**src/rtl/ram_sync_dp.sv**
```systemverilog
// Simple dual-port synchronous RAM with byte enables,
// selectable read-during-write and a post-reset clear sequencer.
module ram_sync_dp #(
  parameter int DATA_WIDTH     = 32,
  parameter int ADDR_WIDTH     = 6,
  parameter int RDW_MODE       = 0,
  parameter int CLEAR_ON_RESET = 1
) (
  input  logic                    clk,
  input  logic                    rst_n,
  input  logic                    writeOn,
  input  logic [ADDR_WIDTH-1:0]   wr_address,
  input  logic [DATA_WIDTH-1:0]   data_in,
  input  logic [DATA_WIDTH/8-1:0] byteEn,
  input  logic                    readOn,
  input  logic [ADDR_WIDTH-1:0]   rd_address,
  output logic [DATA_WIDTH-1:0]   data_out,
  output logic                    rd_valid,
  output logic                    busy
);

  localparam int NB    = DATA_WIDTH / 8;
  localparam int DEPTH = 2 ** ADDR_WIDTH;

  typedef enum logic {
    CLEAR,
    READY
  } state_t;

  state_t state, state_nxt;

  logic [ADDR_WIDTH-1:0] cnt, cnt_nxt;
  logic [DATA_WIDTH-1:0] mem [DEPTH];
  logic [DATA_WIDTH-1:0] rd_word;
  logic                  wr_en;
  logic                  rd_en;
  logic                  last;

  always_ff @(posedge clk or negedge rst_n) begin
    if (!rst_n) begin
      state <= (CLEAR_ON_RESET != 0) ? CLEAR : READY;
      cnt   <= '0;
    end else begin
      state <= state_nxt;
      cnt   <= cnt_nxt;
    end
  end

  always_comb begin
    state_nxt = state;
    cnt_nxt   = cnt;
    wr_en     = 1'b0;
    rd_en     = 1'b0;
    last      = (cnt == ADDR_WIDTH'(DEPTH - 1));
    unique case (state)
      CLEAR: begin
        cnt_nxt = cnt + 1'b1;
        if (last) state_nxt = READY;
      end
      READY: begin
        wr_en = writeOn;
        rd_en = readOn;
      end
      default: state_nxt = READY;
    endcase
  end

  assign busy = (state == CLEAR);

  // Write-first forwarding merges the enabled bytes of the
  // in-flight write into the word being read.
  always_comb begin
    rd_word = mem[rd_address];
    if ((RDW_MODE != 0) && wr_en &&
        (wr_address == rd_address)) begin
      for (int k = 0; k < NB; k++) begin
        if (byteEn[k]) rd_word[8*k +: 8] = data_in[8*k +: 8];
      end
    end
  end

  always_ff @(posedge clk) begin
    if (state == CLEAR) begin
      mem[cnt] <= '0;
    end else if (wr_en) begin
      for (int k = 0; k < NB; k++) begin
        if (byteEn[k]) mem[wr_address][8*k +: 8] <= data_in[8*k +: 8];
      end
    end
  end

  always_ff @(posedge clk or negedge rst_n) begin
    if (!rst_n) begin
      data_out <= '0;
      rd_valid <= 1'b0;
    end else begin
      rd_valid <= rd_en;
      if (rd_en) data_out <= rd_word;
    end
  end

endmodule

```
**config.mk**
```make
export PLATFORM = sky130hd
export DESIGN_NAME = ram_sync_dp
export DESIGN_NICKNAME = d
export VERILOG_FILES = /design/src/rtl/ram_sync_dp.sv
export SDC_FILE = /design/constraint.sdc
export NUM_CORES = 2
export LEC_CHECK = 0
export ABC_AREA = 1
export CELL_PAD_IN_SITES_DETAIL_PLACEMENT = 0
export CELL_PAD_IN_SITES_GLOBAL_PLACEMENT = 1
export CORE_MARGIN = 10
export CORE_UTILIZATION = 51
export DETAILED_ROUTE_END_ITERATION = 12
export GPL_TIMING_DRIVEN = 0
export MAX_ROUTING_LAYER = met4
export PLACE_DENSITY_LB_ADDON = 0.15
export SLEW_MARGIN = 25
export SYNTH_ARGS = -nofsm -noshare
export SYNTH_HDL_FRONTEND = slang
export SYNTH_SLANG_ARGS = --single-unit
```
**constraint.sdc**
```tcl
create_clock -name clk -period 4 [get_ports clk]
set_input_delay 1.2 -clock clk [delete_from_list [all_inputs] [get_ports clk]]
set_output_delay 1.2 -clock clk [all_outputs]
set_load 0.05 [all_outputs]
```
; ---- Word level (Yosys, flattened, before mapping)
; Memory sizes are Yosys's and may differ from the RTL's. A register that Yosys moved wholly into a read port is not among the register bits.
; Cells that the tools add are included.
[classes]
n_addsub = 1
eq_ne = 1
n_mux = 24
bitwise_logic = 1
reduce_logical = 2
[op_table]
columns = cell, n
row1 = $mux W32, 1
row2 = $reduce_or A32 Y1, 1
row3 = $mux W1, 21
row4 = $add A6 B1 Y6 const B, 1
row5 = $eq A6 B6 Y1 const B, 1
row6 = $mux W6, 1
row7 = $mux W4, 1
row8 = $logic_not A1 Y1, 1
row9 = $not A1 Y1, 1
[totals]
register_bits = 8
ramBits = 2048
inputBits = 52
elab_cells = 33
n_memories = 1
[mem_list]
columns = name, depth, word_bits, read_ports, rd_ports_with_merged_regs, write_ports, line
row1 = mem, 64, 32, 1, 1, 1, 33  ; logic [DATA_WIDTH-1:0] mem [DEPTH];

; ---- Depth between registers and ports, before layout
[depth]
ltp_word = 6
mapped_depth = 13
mapped_depth_nobuf = 12

; ---- Least setup slack after synthesis
; OpenSTA, ideal clock, no wires.
[synth_timing]
path_type = input to register
startpoint = input port writeOn
endpoint = memory mem[0][10], data pin
setup_time_ns = 0.500
arrival_time_ns = 3.369
required_time_ns = 3.500
path_slack_ns = 0.132
path_stages = 8
path_buffers = 2
path_cell_list = buf_2 nand2_1 inv_2 o21ai_1 nand2_1 inv_2 clkbuf_1 nor2_1
[synth_via]
elab_chain_cells = 6
[synth_rtl]
columns = element, line
row1 = start: declaration, 11  ; input logic writeOn,
row2 = $mux W1 (*), 55  ; unique case (state)
row3 = $mux W1, 85  ; end else if (wr_en) begin
row4 = $mux W1, 83  ; if (state == CLEAR) begin
row5 = $mux W1 (not written as such), 87  ; if (byteEn[k]) mem[wr_address][8*k +: 8] <= data_in[8*k +: 8];
row6 = $reduce_or A32 Y1 (no line) (*), -
row7 = $mux W32 (no line) (*), -
row8 = end: declaration, 33
; Every way passes the cells marked *; elsewhere a longest branch is shown, timed or not.

; ---- Final worst setup path
[layout_timing]
startpoint = input port byteEn[2]
endpoint = memory mem[3][22], enable pin
[layout_via]
elab_chain_cells = 6
[layout_rtl]
columns = element, line
row1 = start: declaration, 14  ; input logic [DATA_WIDTH/8-1:0] byteEn,
row2 = $mux W1 (*), 87
row3 = $mux W1 (*), 85
row4 = $mux W1 (*), 83
row5 = $mux W1 (not written as such) (*), 87
row6 = $reduce_or A32 Y1 (no line), -
row7 = $mux W6 (no line) / $mux W4 (equally long branches), -
; Marked as above.

==> run_results.csv <==
group,metric,value,unit
placement,dp.cells,9494,
sta,drv_slew,0,
worst_setup_path,crit_path_max_incr_delay,810,ps
die,start_util,51.2,%
global_routing,grt_pass1_wl,415,mm
status,outcome,"finished, violations left",
worst_setup_path,start_kind,"primary input",
die,rows,149,
yosys,synth.most_common_cell,"nand2_1",
yosys,avgSynthCellArea,11.8,um^2
yosys,yosysWarnings,0,
global_routing,grt_pass1_vias,56706,
sta,worst_slack,-300,ps
yosys,async_flop_share,1.92,%
power,p_leak,33.1,nW
detailed_routing,drt_pass1_iterations,8,
hold_path,hold_path_class,"primary input to asynchronous set/reset pin",
global_routing,grt-ovfl-total,0,
sta,setup_violations,1245,
yosys,syn_inst,7166,
sta,rsz0062_at_grt,"yes",
die,chipHeight,426,um
placement,gp_congestion,1.09,
die,dieArea,182000,um^2
worst_setup_path,r2r_start,"state",
die,die_x,426,um
detailed_routing,routedWlPerCell,30.4,um
yosys,synthTopCellsByCount,"nand2_1 (2200), edfxtp_1 (2048), nand3_1 (2017)",
sta,maxSlewHeadroom,10.4,%
sta,fin_crit_sh,108,%
global_routing,grt_start_max_net_pins,39,
sta,period_needed,4300,ps
die,fp.coreArea,165000,um^2
worst_setup_path,worstPathCellList,"clkdlybuf4s50_1 -> o21ai_1 -> nand2_1 -> buf_4 -> nand2_1 -> o21ai_2 -> inv_2 -> nor2_2 -> nand2_1 -> nor2_1",
clocking,cts_sinks,2088,
yosys,synth_flop_cell,"edfxtp_1",
yosys,synth_seq_area_share,74.2,%
clocking,clk_latency,870,ps
yosys,synth_edf_count,2048,
worst_setup_path,rr_endpoint,"mem[22][8]",
detailed_routing,totalWireLength,301,mm
placement,hpwl,217,mm
clocking,cts.path.max_buffers,3,
clocking,clkTransAtPathRegs,60,ps
worst_setup_path,critical_path_arrival,4760,ps
yosys,synth_area_leaders,"edfxtp_1 (73%), nand3_1 (12%), nand2_1 (9.8%), clkbuf_1 (1.6%), nor2_1 (1.3%)",
power,ir_drop,0.515,mV
detailed_routing,via_per_inst,5.98,
layout,layout.nets,7569,
worst_setup_path,worst_r2r_path_depth,11,
clocking,cts_max_level,4,
detailed_routing,final_antenna_net_count,0,
layout,synthToLayoutAreaGrowth,14.6,%
layout,layout.area.seq,62500,um^2
detailed_routing,dr_total_vias,59242,
worst_setup_path,crit_path_end_kind,"flop",
yosys,syn-num-nets,7219,
job,cap_viol_max_count,0,
die,io_pins,86,
yosys,yosysTopAreaCellShare,73.0,%
layout,nFillCells,13441,
status,violations,"negative setup slack",
layout,multi_input_area,20600,um^2
worst_setup_path,worst_path_most_repeated_cell,"nand2_1",
yosys,synth_cell_types,23,
layout,final_area,96600,um^2
clocking,numCtsBuffers,208,
clocking,hold_buffers,0,
yosys,ys_ff_latch,2088,
global_routing,track_usage,33.5,%
sta,hold_viol_final,0,
worst_setup_path,required,4460,ps
sta,skew,41.4,ps
detailed_routing,drc,0,
worst_setup_path,cp_max_fo,10,
worst_setup_path,reg2reg_slack,-60,ps
worst_setup_path,crit_type,"primary input to flop",
power,power_density,470,nW/um^2
worst_setup_path,cp_slowest_cell,"nor2_2",
placement,io_buffers,80,
yosys,yosys.area.top_type,"edfxtp_1",
detailed_routing,drt_iter0_markers,8187,
placement,place_area,89400,um^2
placement,dp_slack,-947,ps
clocking,root_buffer,"clkbuf_16",
layout,stdcell_count,9903,
yosys,synth_area,84300,um^2
layout,final_layout_size_suffix_gt1_share,9.20,%
global_routing,antenna_found_initial,18,
sta,tightest_slew,1340,ps
sta,fmax,233,MHz
clocking,cts_tree,"yes",
## metrics by stage
stage	hold WS (ps)	power, mW	setup TNS, ps	util [%]
after floorplan	469	25.5	0	-
after global placement	467	26.8	-5880260	53.3
after detailed placement	470	26.8	-1529240	54.3
after CTS	223	45.2	-176	58.3
after global routing	232	46.3	-18980	58.6
final	246	45.4	-121040	58.7
## worst max-delay path by stage
stage | cells after the start | slack, ps | endpoint | startpoint
CTS | 9 | -20 | mem[55][27] | byteEn[1]
detailed placement | 9 | -950 | mem[54][9] | byteEn[1]
global placement | 6 | -2880 | mem[50][5] | byteEn[0]
floorplan | 8 | 130 | mem[0][10] | writeOn
finish | 10 | -300 | mem[3][22] | byteEn[2]
global route | 10 | -170 | mem[3][22] | byteEn[1]
## cell type report
| cell class | instances | share of cell area (%) |
|---|---|---|
| clock inverters | 119 | 1.02 |
| plain buffers | 481 | 2.02 |
| diodes | 22 | 0.0570 |
| flip-flops and latches | 2088 | 64.7 |
| inverters | 55 | 0.214 |
| repair buffers | 140 | 2.15 |
| multi-input cells | 4542 | 21.3 |
| clock buffers | 267 | 5.67 |
| well taps | 2189 | 2.84 |
## worst max-delay path, delay by kind of cell
| family | cells | cell delay [ps] |
|---|---|---|
| buf+inv | 3 | 870 |
| compound gates | 2 | 260 |
| simple gates | 5 | 2420 |
## cell families (layout without fill, tap and decap cells)
family                   after synthesis  in the layout  synth area share [%]
AND/OR/NAND/NOR                     4524           4524                  23.2
flip-flops                          2088           2088                  74.2
buffers and inverters                536           1062                  2.46
AO/OA/AOI/OAI                         12             12                0.0891
XOR/XNOR                               5              5                0.0520
adder cells (fa/ha/maj)                1              1                0.0148
other                                  0             22                     0
## cells in the final DEF (no fill, tap or decap), types with 35 or more instances in the layout
cell / count
nand2_1: 2199
edfxtp_1: 2048
nand3_1: 2016
clkbuf_1: 349
clkbuf_16: 210
nor2_2: 178
clkdlybuf4s50_1: 79
buf_1: 74
nor2_1: 65
clkbuf_2: 61
nor2_4: 61
clkinv_1: 52
buf_2: 51
inv_1: 47
dfrtp_1: 40
clkinv_2: 36
buf_12: 35
## sequential cells by signal, summed over array words and instances, names as in the netlist
name / count
cnt: 6
data_out: 32
mem: 2048
rd_valid: 1
state: 1
## metal layers
layer / vias to the layer above / wire (um) / track usage [%]
met5: - / 0 / -
met4: 0 / 23400 / 21.3
met3: 977 / 29800 / 8.64
met2: 3368 / 142000 / 52.9
met1: 28766 / 106000 / 38.0
li1: 26131 / - / -
## power breakdown
group / total [mW] / leakage, nW / switching (mW) / internal, mW
sequential: 23.6 / 14.9 / 0 / 23.6
combinational: 2.84 / 15.1 / 2.16 / 0.682
clock: 18.9 / 3.15 / 8.33 / 10.5
total: 45.4 / 33.1 / 10.5 / 34.9
## timing repair
action / in CTS / in global routing
resized for setup: 23 / 203
setup buffers: 0 / 0
endpoints found under the setup margin: 163 / 1573
Note: power is estimated with default switching activity, not from simulation.
